### src/rtl/r4_div_pkg.sv
// Definitions shared by the radix-4 divider blocks: the one-hot quotient digit
// encoding (also used by the quotient-digit selector) and the OTFC control states.
package r4_div_pkg;

  localparam logic [4:0] QUO_NEG_2 = 5'b10000;
  localparam logic [4:0] QUO_NEG_1 = 5'b01000;
  localparam logic [4:0] QUO_ZERO  = 5'b00100;
  localparam logic [4:0] QUO_POS_1 = 5'b00010;
  localparam logic [4:0] QUO_POS_2 = 5'b00001;

  typedef enum logic [1:0] {
    ST_IDLE,
    ST_ACC,
    ST_DONE
  } otfc_state_e;

endpackage

### src/rtl/r4_otfc_step.sv
// Single-digit on-the-fly conversion step: appends one radix-4 digit to Q and
// QM = Q - 1 by selecting between the two registers, so no carry chain is needed.
module r4_otfc_step
  import r4_div_pkg::*;
#(
  parameter int QUO_W = 54
) (
  input  logic [4:0]       dig_i,
  input  logic [QUO_W-1:0] quo_i,
  input  logic [QUO_W-1:0] quo_m1_i,
  output logic [QUO_W-1:0] quo_o,
  output logic [QUO_W-1:0] quo_m1_o,
  output logic             err_o
);

  // NOTE: every output gets a default before the case so no latch can be inferred
  // for a digit value the case does not list.
  always_comb begin
    quo_o    = {quo_i[QUO_W-3:0], 2'b00};
    quo_m1_o = {quo_m1_i[QUO_W-3:0], 2'b11};
    err_o    = 1'b0;
    case (dig_i)
      QUO_POS_2: begin
        quo_o    = {quo_i[QUO_W-3:0], 2'b10};
        quo_m1_o = {quo_i[QUO_W-3:0], 2'b01};
      end
      QUO_POS_1: begin
        quo_o    = {quo_i[QUO_W-3:0], 2'b01};
        quo_m1_o = {quo_i[QUO_W-3:0], 2'b00};
      end
      QUO_ZERO: ;
      QUO_NEG_1: begin
        quo_o    = {quo_m1_i[QUO_W-3:0], 2'b11};
        quo_m1_o = {quo_m1_i[QUO_W-3:0], 2'b10};
      end
      QUO_NEG_2: begin
        quo_o    = {quo_m1_i[QUO_W-3:0], 2'b10};
        quo_m1_o = {quo_m1_i[QUO_W-3:0], 2'b01};
      end
      // Zero or multi-hot digits keep the 0-digit update and raise the error flag.
      default: err_o = 1'b1;
    endcase
  end

endmodule

### src/rtl/r4_otfc_acc.sv
// Radix-4 OTFC accumulator: collects a programmed number of quotient digits and
// hands Q and QM = Q - 1 to the rounding stage through a valid/ready handshake.
module r4_otfc_acc
  import r4_div_pkg::*;
#(
  parameter int QUO_W  = 54,
  parameter int ITER_W = $clog2(QUO_W/2+1)
) (
  input  logic              clk,
  input  logic              rst_n,
  input  logic              flush_i,
  input  logic              start_valid_i,
  output logic              start_ready_o,
  input  logic [ITER_W-1:0] iter_num_i,
  input  logic              quo_dig_valid_i,
  output logic              quo_dig_ready_o,
  input  logic [4:0]        quo_dig_i,
  output logic              done_valid_o,
  input  logic              done_ready_i,
  output logic [QUO_W-1:0]  quo_o,
  output logic [QUO_W-1:0]  quo_m1_o,
  output logic              err_o
);

  otfc_state_e       state_q;
  logic [ITER_W-1:0] count_q;
  logic [QUO_W-1:0]  quo_q;
  logic [QUO_W-1:0]  quo_m1_q;
  logic              err_q;

  logic [QUO_W-1:0]  quo_d;
  logic [QUO_W-1:0]  quo_m1_d;
  logic              step_err;

  r4_otfc_step #(
    .QUO_W (QUO_W)
  ) u_step (
    .dig_i    (quo_dig_i),
    .quo_i    (quo_q),
    .quo_m1_i (quo_m1_q),
    .quo_o    (quo_d),
    .quo_m1_o (quo_m1_d),
    .err_o    (step_err)
  );

  // NOTE: sequential state uses non-blocking assignments only, so every register
  // samples the pre-edge value of every other register regardless of statement order.
  always_ff @(posedge clk or negedge rst_n) begin
    if (!rst_n) begin
      state_q  <= ST_IDLE;
      count_q  <= '0;
      quo_q    <= '0;
      quo_m1_q <= '1;
      err_q    <= 1'b0;
    end else if (flush_i) begin
      // Abort keeps Q/QM as they are; only control state and the sticky error clear.
      state_q <= ST_IDLE;
      err_q   <= 1'b0;
    end else begin
      case (state_q)
        ST_IDLE: begin
          if (start_valid_i) begin
            quo_q    <= '0;
            quo_m1_q <= '1;
            count_q  <= iter_num_i;
            err_q    <= 1'b0;
            state_q  <= (iter_num_i == '0) ? ST_DONE : ST_ACC;
          end
        end
        ST_ACC: begin
          if (quo_dig_valid_i) begin
            quo_q    <= quo_d;
            quo_m1_q <= quo_m1_d;
            count_q  <= count_q - ITER_W'(1);
            err_q    <= err_q | step_err;
            if (count_q == ITER_W'(1)) state_q <= ST_DONE;
          end
        end
        ST_DONE: begin
          if (done_ready_i) state_q <= ST_IDLE;
        end
        default: state_q <= ST_IDLE;
      endcase
    end
  end

  assign start_ready_o   = (state_q == ST_IDLE);
  assign quo_dig_ready_o = (state_q == ST_ACC);
  assign done_valid_o    = (state_q == ST_DONE);
  assign quo_o           = quo_q;
  assign quo_m1_o        = quo_m1_q;
  assign err_o           = err_q;

endmodule

### config.mk
export PLATFORM = sky130hd
export DESIGN_NAME = r4_otfc_acc
export DESIGN_NICKNAME = d
export VERILOG_FILES = /design/src/rtl/r4_div_pkg.sv /design/src/rtl/r4_otfc_step.sv /design/src/rtl/r4_otfc_acc.sv
export SDC_FILE = /design/constraint.sdc
export NUM_CORES = 1
export LEC_CHECK = 0
export BUFFER_PORTS_ARGS = -buffer_cell sky130_fd_sc_hd__buf_2
export CORE_MARGIN = 2
export CORE_UTILIZATION = 25
export DETAILED_ROUTE_END_ITERATION = 16
export PLACE_DENSITY = 0.53
export SLEW_MARGIN = 0
export SYNTH_ARGS = -nofsm -noshare
export SYNTH_HDL_FRONTEND = slang
export SYNTH_SLANG_ARGS = --single-unit
### constraint.sdc
create_clock -name clk -period 2 [get_ports clk]
set_input_delay 0.2 -clock clk [delete_from_list [all_inputs] [get_ports clk]]
set_output_delay 0.2 -clock clk [all_outputs]
set_load 0.03 [all_outputs]
==> out/results.ini, run 1 <==
[route]
vias_per_cell = 5.50
drtIter0Drc = 452
via_count = 6130
drc = 0
routedWlPerCell_um = 20.6
drtPass1Iterations = 4
wl_mm = 23.0
ant_nets = 0

[clock_network]
clkTransAtPathRegs_ps = 60
cts-root-buf = clkbuf_16
cts.sinks = 116
clkLatencyLatePin_ps = 420
cts_buffers = 17
cts_setup_buffers = 0
cts_tree = yes
htreeDepth = 4
clk_path_buf_depth = 2

[grt]
grt_usage_pct = 17.5
antenna_found_initial = 0
grt_start_max_net_pins = 117
grt_pass1_vias = 5941
grt_overflow_total = 0
grt_pass1_wl_mm = 35.6

[synthesis]
async_flop_share_pct = 100
seq_area_frac_synth_pct = 48.5
syn_area_um2 = 6130
syn_area_per_cell_um2 = 8.91
synthCells = 688
synth_seq_cells = 116
synth-edff-count = 0
synth_nets = 706
yosys.area.top_type = dfrtp_1
synthDistinctLibCells = 49
synthTopCellsByArea = dfrtp_1 (25%), dfstp_2 (23%), o21ai_0 (8.1%)
synth_largest_type_area_fraction_pct = 25.3
ys.flop_type = dfrtp_1
ys_warn_count = 0

[timing]
tightestPinTransition_ps = 683
grt_setup_unrepaired = no
fin_tns_setup_ps = 0
post-route-min-period_ps = 1910
clock_skew_ps = 11.4
max_slew_margin_pct = 54.4
setup_ws_ps = 94.2
max_freq_ghz = 0.525
maxSlewViolCount = 0
setup_violations = 0
min_period_over_period_pct = 95.3
hold_violations = 0

[run_status]
outcome = completed

[cells_and_area]
n_fill_cell = 2506
syn_to_final_growth_pct = 27.9
insertedDiodeCount = 0
drive_above_1_share_pct = 32.0
utilization_pct = 32.4
instances_no_fill = 1114
layout_commonest_cell = buf_2
layout_common_cells = buf_2 (126), o21ai_0 (99), dfrtp_1 (62)
final_nets = 795

[power]
powerDensity_nw_per_um2 = 940
p_leak_nw = 2.99
peakVddDrop_v = 0.000339
power_mw = 7.37

[floorplanning]
rows = 57
initial_core_util_pct = 25.4
die_area_um2 = 25800
die_y_um = 161
core_um2 = 24200
io_pins = 128
die_w_um = 161

[placement]
place_congestion = 0.744
dpl.hpwl_mm = 13.4
post-place-cells = 1081
post-place-ws_ps = 308
portBuffers = 127

[critical_path]
slowest_stage = dfrtp_1
required_ps = 1800
crit_chain = buf_4 -> nand2b_2 -> inv_1 -> buf_2
cp_slowest_stage_delay_ps = 480
path_buf_inv = 3
critPathLaunchType = flop
worstPathMaxFanout = 8
crit_arrival_ps = 1710
cp_top_family = buffers and inverters
worst-setup-path-type = reg2out
cp-end-kind = output port

[run]
drv_cap = 0

[hold_path]
hold_path.class = in2reg

## final cells by class
class                      count  area [um^2]  share of cell area [%]
multi-input combinational    480         2860                    36.5
clock buffer                  20          447                    5.70
inverter                       8         30.0                   0.383
clock inverter                12          156                    2.00
sequential                   116         2970                    37.9
timing repair buffer         154          968                    12.4
tap                          324          405                    5.17
## per-stage QoR
step,cell area (um^2),hold slack [ps]
final,7840,91.6
after global routing,7840,90.3
after global placement,7220,359
after floorplan,6130,-95.6
after detailed placement,7220,358
after CTS,7840,74.2
## worst paths after layout
| kind | slack, ps | endpoint | depth (start not counted) | start |
|---|---|---|---|---|
| max in group asynchronous | 1070 | quo_o[32] | 3 | rst_n |
| hold reg to reg | 510 | quo_m1_o[1] | 2 | quo_m1_o[1] |
| min in group asynchronous | 380 | quo_o[9] | 3 | rst_n |
| hold / removal | 90 | count_q[2] | 3 | iter_num_i[2] |
| setup / recovery | 90 | quo_dig_ready_o | 4 | state_q[1] |
| setup reg to reg | 290 | quo_o[30] | 4 | state_q[1] |
## where the power goes
group | internal [mW] | switching, mW | total [mW] | leakage (nW)
clock | 1.99 | 1.18 | 3.17 | 0.282
sequential | 2.56 | 0.195 | 2.76 | 1.42
combinational | 0.414 | 1.03 | 1.44 | 1.29
## Yosys cell counts, types with 4 or more instances
| master | count |
|---|---|
| dfstp_2 | 54 |
| nand4_1 | 52 |
| nand2_1 | 52 |
| o21ai_0 | 99 |
| nand3_1 | 54 |
| buf_2 | 11 |
| o21ai_1 | 7 |
| a21oi_1 | 54 |
| a31oi_1 | 54 |
| o211ai_1 | 51 |
| buf_4 | 6 |
| buf_1 | 4 |
| nor2_1 | 8 |
| inv_1 | 8 |
| clkbuf_1 | 63 |
| dfrtp_1 | 62 |
## layer usage
metal,wire (um),global-route usage [%]
met2,10800,27.1
met3,1360,3.90
met5,0,0
met1,10500,24.2
met4,392,6.27
## registers in the layout (all words and copies together), names as in the netlist
register / count
quo_o: 54
quo_m1_o: 54
err_o: 1
state_q: 2
count_q: 5
## worst reg2reg max path: cells and delay by family (launching register included)
family | cells | cell delay (ps)
buffers and inverters | 1 | 360
AOI/OAI and AO/OA | 1 | 170
and+or+nand+nor | 2 | 610
DFF | 1 | 480
## cells by family (layout without fill, tap and decap cells)
kind of cell             Yosys count  after routing  share of synthesized area, %
AO/OA/AOI/OAI                    286            286                          27.7
XOR/XNOR                           4              4                         0.817
adder cells (fa/ha/maj)            2              2                         0.408
buffers and inverters             92            194                          6.23
flip-flops                       116            116                          48.5
multiplexers                       3              3                         0.510
AND/OR/NAND/NOR                  185            185                          15.9
## repair_timing
item,CTS,global route
hold buffers,1,0
resized for setup,0,1
setup endpoints to repair,0,1
endpoints found under the hold margin,62,0
No activity file was read; power rests on OpenSTA's default activity.
==> run 2: changes to the inputs <==
clock period = 2.19 ns   (was 2 ns; I/O delays follow)
==> out/results.ini, run 2 (same netlist as run 1, synthesis figures left out) <==
[critical_path]
worst-setup-path-type = reg2out
worstPathMaxFanout = 15  ; +7
critPathLaunchType = flop
slowest_stage = dfrtp_1
cp-end-kind = output port
required_ps = 1970  ; +170 ps
cp_slowest_stage_delay_ps = 660  ; +180 ps
crit_chain = nand2b_1 -> inv_1 -> buf_2
crit_arrival_ps = 1750  ; +40 ps

[power]
switching_power_mw = 2.11  ; -12%
pwr-share-clk_pct = 43.3  ; +0.3 points
pwr-share-comb_pct = 19.0  ; -0.5 points
powerDensity_nw_per_um2 = 859  ; -8.7%
p_leak_nw = 2.99  ; about the same
power_mw = 6.72  ; -8.8%
p_sw_share_pct = 31.4  ; -1.2 points
peakVddDrop_v = 0.000349  ; +2.9%
seqPwrFrac_pct = 37.7  ; +0.3 points
p_int_mw = 4.61  ; -7.2%

[route]
wl_mm = 22.4  ; -2.7%
drc = 0  ; unchanged
ant_nets = 0  ; unchanged
routedWlPerCell_um = 20.1  ; -2.6%
drtIter0Drc = 517  ; +14%
drtPass1Iterations = 5  ; +1
via_count = 6187  ; +0.93%
vias_per_cell = 5.56  ; +1.0%

[clock_network]
cts.repair.resized = 0  ; unchanged
cts.sinks = 116  ; unchanged
cts_tree = yes
cts_hold_buffers = 1  ; unchanged
cts_buffers = 17  ; unchanged
clkLatencyLatePin_ps = 410  ; about the same
cts_setup_buffers = 0  ; unchanged
cts-root-buf = clkbuf_16
htreeDepth = 4  ; unchanged
clkTransAtPathRegs_ps = 50  ; about the same
clk_path_buf_depth = 2  ; unchanged

[floorplanning]
initial_core_util_pct = 25.4  ; unchanged
core_um2 = 24200  ; unchanged
die_area_um2 = 25800  ; unchanged
die_w_um = 161  ; unchanged
io_pins = 128  ; unchanged
die_y_um = 161  ; unchanged
rows = 57  ; unchanged

[grt]
grt_overflow_total = 0  ; unchanged
antenna_found_initial = 0  ; unchanged
grt_usage_pct = 17.6  ; +0.021 points
grt_start_max_net_pins = 61  ; -48%
grt_pass1_vias = 6009  ; +1.1%
grt_pass1_wl_mm = 35.8  ; +0.50%

[placement]
place_area_um2 = 7200  ; -0.28%
post-place-ws_ps = 372  ; +63.9 ps
dpl.hpwl_mm = 13.4  ; +0.38%
portBuffers = 127  ; unchanged
place_congestion = 0.778  ; +4.5%

[cells_and_area]
final_nets = 794  ; -0.13%
syn_to_final_growth_pct = 27.7
drive_above_1_share_pct = 31.7  ; -0.34 points
layout_commonest_cell = buf_2
insertedDiodeCount = 0  ; unchanged
layout_common_cells = buf_2 (126), o21ai_0 (99), dfrtp_1 (62)
final_area_um2 = 7830  ; -0.14%
n_fill_cell = 2519  ; +0.52%

[run_status]
outcome = completed

[timing]
max_freq_ghz = 0.508
max_slew_margin_pct = 53.0  ; -1.4 points
hold_violations = 0  ; unchanged
fin_tns_setup_ps = 0  ; unchanged
whs_ps = 112  ; +20.5 ps
tightestPinTransition_ps = 705  ; +21.3 ps
maxSlewViolCount = 0  ; unchanged
setup_violations = 0  ; unchanged
setup_ws_ps = 220  ; +126 ps
post-route-min-period_ps = 1970
min_period_over_period_pct = 90.0
clock_skew_ps = 7.66  ; -3.76 ps
grt_setup_unrepaired = no

[run]
drv_cap = 0  ; unchanged

[hold_path]
hold_path.class = in2reg

==> run 2: per-layer routing <==
| layer | up-vias | part of all wire, % | track usage [%] |
|---|---|---|---|
| met5 | - | 0 | 0 |
| met2 | 215 | 46 | 27.3 |
| met4 | 0 | 1.6 | 5.69 |
| li1 | 2790 | - | - |
| met3 | 30 | 5.5 | 3.20 |
| met1 | 3152 | 46 | 24.7 |
==> run 2: final timing paths <==
check / from / endpoint / slack, ps / cells after the start
max: state_q[0] / quo_dig_ready_o / 220 / 3
max in group asynchronous: rst_n / quo_m1_o[34] / 1060 / 3
min in group asynchronous: rst_n / quo_o[5] / 350 / 2
max reg2reg: state_q[0] / quo_o[0] / 320 / 4
min reg2reg: quo_m1_o[1] / quo_m1_o[1] / 510 / 2
min: start_valid_i / state_q[0] / 110 / 3
==> run 2: through the flow <==
stage	util (%)	std cells
after floorplan	-	688
after global placement	29.8	1080
after detailed placement	29.8	1080
after CTS	32.4	1113
after global routing	32.4	1113
final	32.4	1113
==> run 2: layout make-up <==
class | count | area, um^2 | share of cell area, %
flip-flops and latches | 116 | 2970 | 38.0
multi-input cells | 480 | 2860 | 36.5
repair buffers | 153 | 948 | 12.1
clock buffers | 24 | 492 | 6.28
well taps | 324 | 405 | 5.18
clock inverters | 8 | 123 | 1.57
inverters | 8 | 30.0 | 0.384
==> run 2: power groups by stage <==
| stage | logic, mW | registers (mW) | clock network, mW |
|---|---|---|---|
| 6_report | 1.28 | 2.53 | 2.91 |
| 2_1_floorplan | 0.604 | 2.70 | 0 |
| 3_5_place_dp | 1.28 | 2.56 | 0 |
| 3_3_place_gp | 1.27 | 2.56 | 0 |
| 5_1_grt | 1.38 | 2.56 | 3.06 |
| 4_1_cts | 1.28 | 2.53 | 2.95 |
==> run 2: critical path: cells and delay by family (launching register included) <==
family                 cells  cell delay, ps
DFF                        1             660
and+or+nand+nor            1             300
buffers and inverters      2             380
==> run 3: changes to the inputs <==
==> constraint.sdc (replaced) <==
create_clock -name clk -period 2.19 [get_ports clk]
set_input_delay 0.3285 -clock clk [delete_from_list [all_inputs] [get_ports clk]]
set_output_delay 0.3285 -clock clk [all_outputs]
set_load 0.03 [all_outputs]
==> out/results.ini, run 3 (same netlist as run 1, synthesis figures left out) <==
[run_status]
outcome = finished with violations
failed_checks = hold timing

[grt]
use_met1_pct = 23.1  ; -1.6 points
top_usage_layer = met2
grt_pass1_wl_mm = 35.0  ; -2.1%
grt_pass1_vias = 6000  ; -0.15%
grt_overflow_total = 0  ; unchanged
grt_util_met2_pct = 27.5  ; +0.24 points
antenna_found_initial = 0  ; unchanged
grt_use_met3_pct = 3.69  ; +0.49 points
grt_usage_pct = 17.2  ; -0.39 points
grt_start_max_net_pins = 117  ; +92%

[clock_network]
htreeDepth = 4  ; unchanged
clkLatencyLatePin_ps = 430  ; +20 ps
cts.sinks = 116  ; unchanged
cts_tree = yes
clkTransAtPathRegs_ps = 60  ; about the same
cts_buffers = 17  ; unchanged
clk_path_buf_depth = 2  ; unchanged
cts.repair.resized = 0  ; unchanged
cts-root-buf = clkbuf_16
cts_hold_buffers = 0  ; -1
cts_setup_buffers = 0  ; unchanged

[route]
via_count = 6117  ; -1.1%
wl_mm = 22.2  ; -0.78%
vias_per_cell = 5.50  ; -1.1%
drtIter0Drc = 472  ; -8.7%
drc = 0  ; unchanged
drtPass1Iterations = 5  ; unchanged
routedWlPerCell_um = 19.9  ; -0.78%
ant_nets = 0  ; unchanged

[placement]
place_congestion = 0.720  ; -7.4%
dpl.hpwl_mm = 13.3  ; -1.2%
post-place-ws_ps = 446  ; +74.3 ps
portBuffers = 127  ; unchanged

[critical_path]
crit_end = quo_dig_ready_o
worstPathMaxFanout = 10  ; -5
r2r_slack_ps = 480  ; +160 ps
rr_endpoint = quo_o[0]
r2r_start = state_q[0]
reg2regPathDepth = 4  ; unchanged
startpoint = state_q[1]
cp-end-kind = output port
critPathLaunchType = flop
worst-setup-path-type = reg2out
crit_arrival_ps = 1700  ; -50 ps
required_ps = 1860  ; -110 ps

[timing]
max_freq_ghz = 0.492  ; -3.1%
maxSlewViolCount = 0  ; unchanged
grt_setup_unrepaired = no
min_period_over_period_pct = 92.8  ; +2.8 points
hold_violations = 8  ; +8
fin_tns_setup_ps = 0  ; unchanged
max_slew_margin_pct = 54.5  ; +1.5 points
tightestPinTransition_ps = 682  ; -22.6 ps
setup_ws_ps = 158  ; -62.3 ps
setup_violations = 0  ; unchanged
clock_skew_ps = 10.9  ; +3.29 ps
post-route-min-period_ps = 2030  ; +62.3 ps
whs_ps = -28.8  ; -141 ps

[floorplanning]
initial_core_util_pct = 25.4  ; unchanged
die_area_um2 = 25800  ; unchanged
core_um2 = 24200  ; unchanged
rows = 57  ; unchanged
io_pins = 128  ; unchanged
die_w_um = 161  ; unchanged
die_y_um = 161  ; unchanged

[cells_and_area]
syn_to_final_growth_pct = 27.7  ; about the same
final_nets = 794  ; unchanged
insertedDiodeCount = 0  ; unchanged
drive_above_1_share_pct = 31.9  ; +0.25 points
layout_commonest_cell = buf_2
layout_common_cells = buf_2 (126), o21ai_0 (99), dfrtp_1 (62)

[power]
peakVddDrop_v = 0.000416  ; +19%
p_leak_nw = 2.98  ; -0.17%
powerDensity_nw_per_um2 = 851  ; -0.86%

[run]
drv_cap = 0  ; unchanged

[hold_path]
hold_path.class = in2async

==> run 3: cell type report <==
type                       instances  area (um^2)
clock buffer                      19          433
clock inverter                    13          161
fill                            2534        16300
inverter                           8         30.0
multi-input combinational        480         2860
sequential                       116         2970
tap                              324          405
timing repair buffer             153          971
==> run 3: stage by stage <==
| step | area (um^2) | hold WS (ps) | cells | total power, mW | utilization, % |
|---|---|---|---|---|---|
| 2_1_floorplan | 6130 | 32.9 | 688 | 3.31 | - |
| 3_3_place_gp | 7230 | 482 | 1081 | 3.83 | 29.9 |
| 3_5_place_dp | 7230 | 476 | 1081 | 3.84 | 29.9 |
| 4_1_cts | 7830 | 32.8 | 1113 | 6.73 | 32.4 |
| 5_1_grt | 7830 | 36.1 | 1113 | 6.94 | 32.4 |
| 6_report | 7830 | -28.8 | 1113 | 6.66 | 32.4 |
==> run 3: how the worst min path moves through the flow <==
stage                     slack (ps)  cells past startpoint           to         from
final                            -30                      2     quo_o[9]        rst_n
after global routing              40                      2     quo_o[7]        rst_n
after CTS                         30                      2     quo_o[8]        rst_n
after detailed placement         480                      2  quo_m1_o[1]  quo_m1_o[1]
after global placement           480                      2     quo_o[7]        rst_n
after floorplan                   30                      0   count_q[0]        rst_n
==> run 3: worst max-delay path: stages, from the launching register on <==
cell and delay, ps:
dfrtp_1 420, buf_4 190, nand2b_1 270, inv_1 170, buf_2 220
==> run 3: routing by layer <==
| metal | vias up | share of wire (%) |
|---|---|---|
| li1 | 2787 | - |
| met1 | 3102 | 45 |
| met2 | 203 | 48 |
| met3 | 25 | 5.7 |
| met4 | 0 | 1.3 |
| met5 | - | 0 |
==> run 3: where the power goes <==
part	switching (mW)	internal, mW
clock network	1.07	1.78
registers	0.179	2.34
logic	0.917	0.370
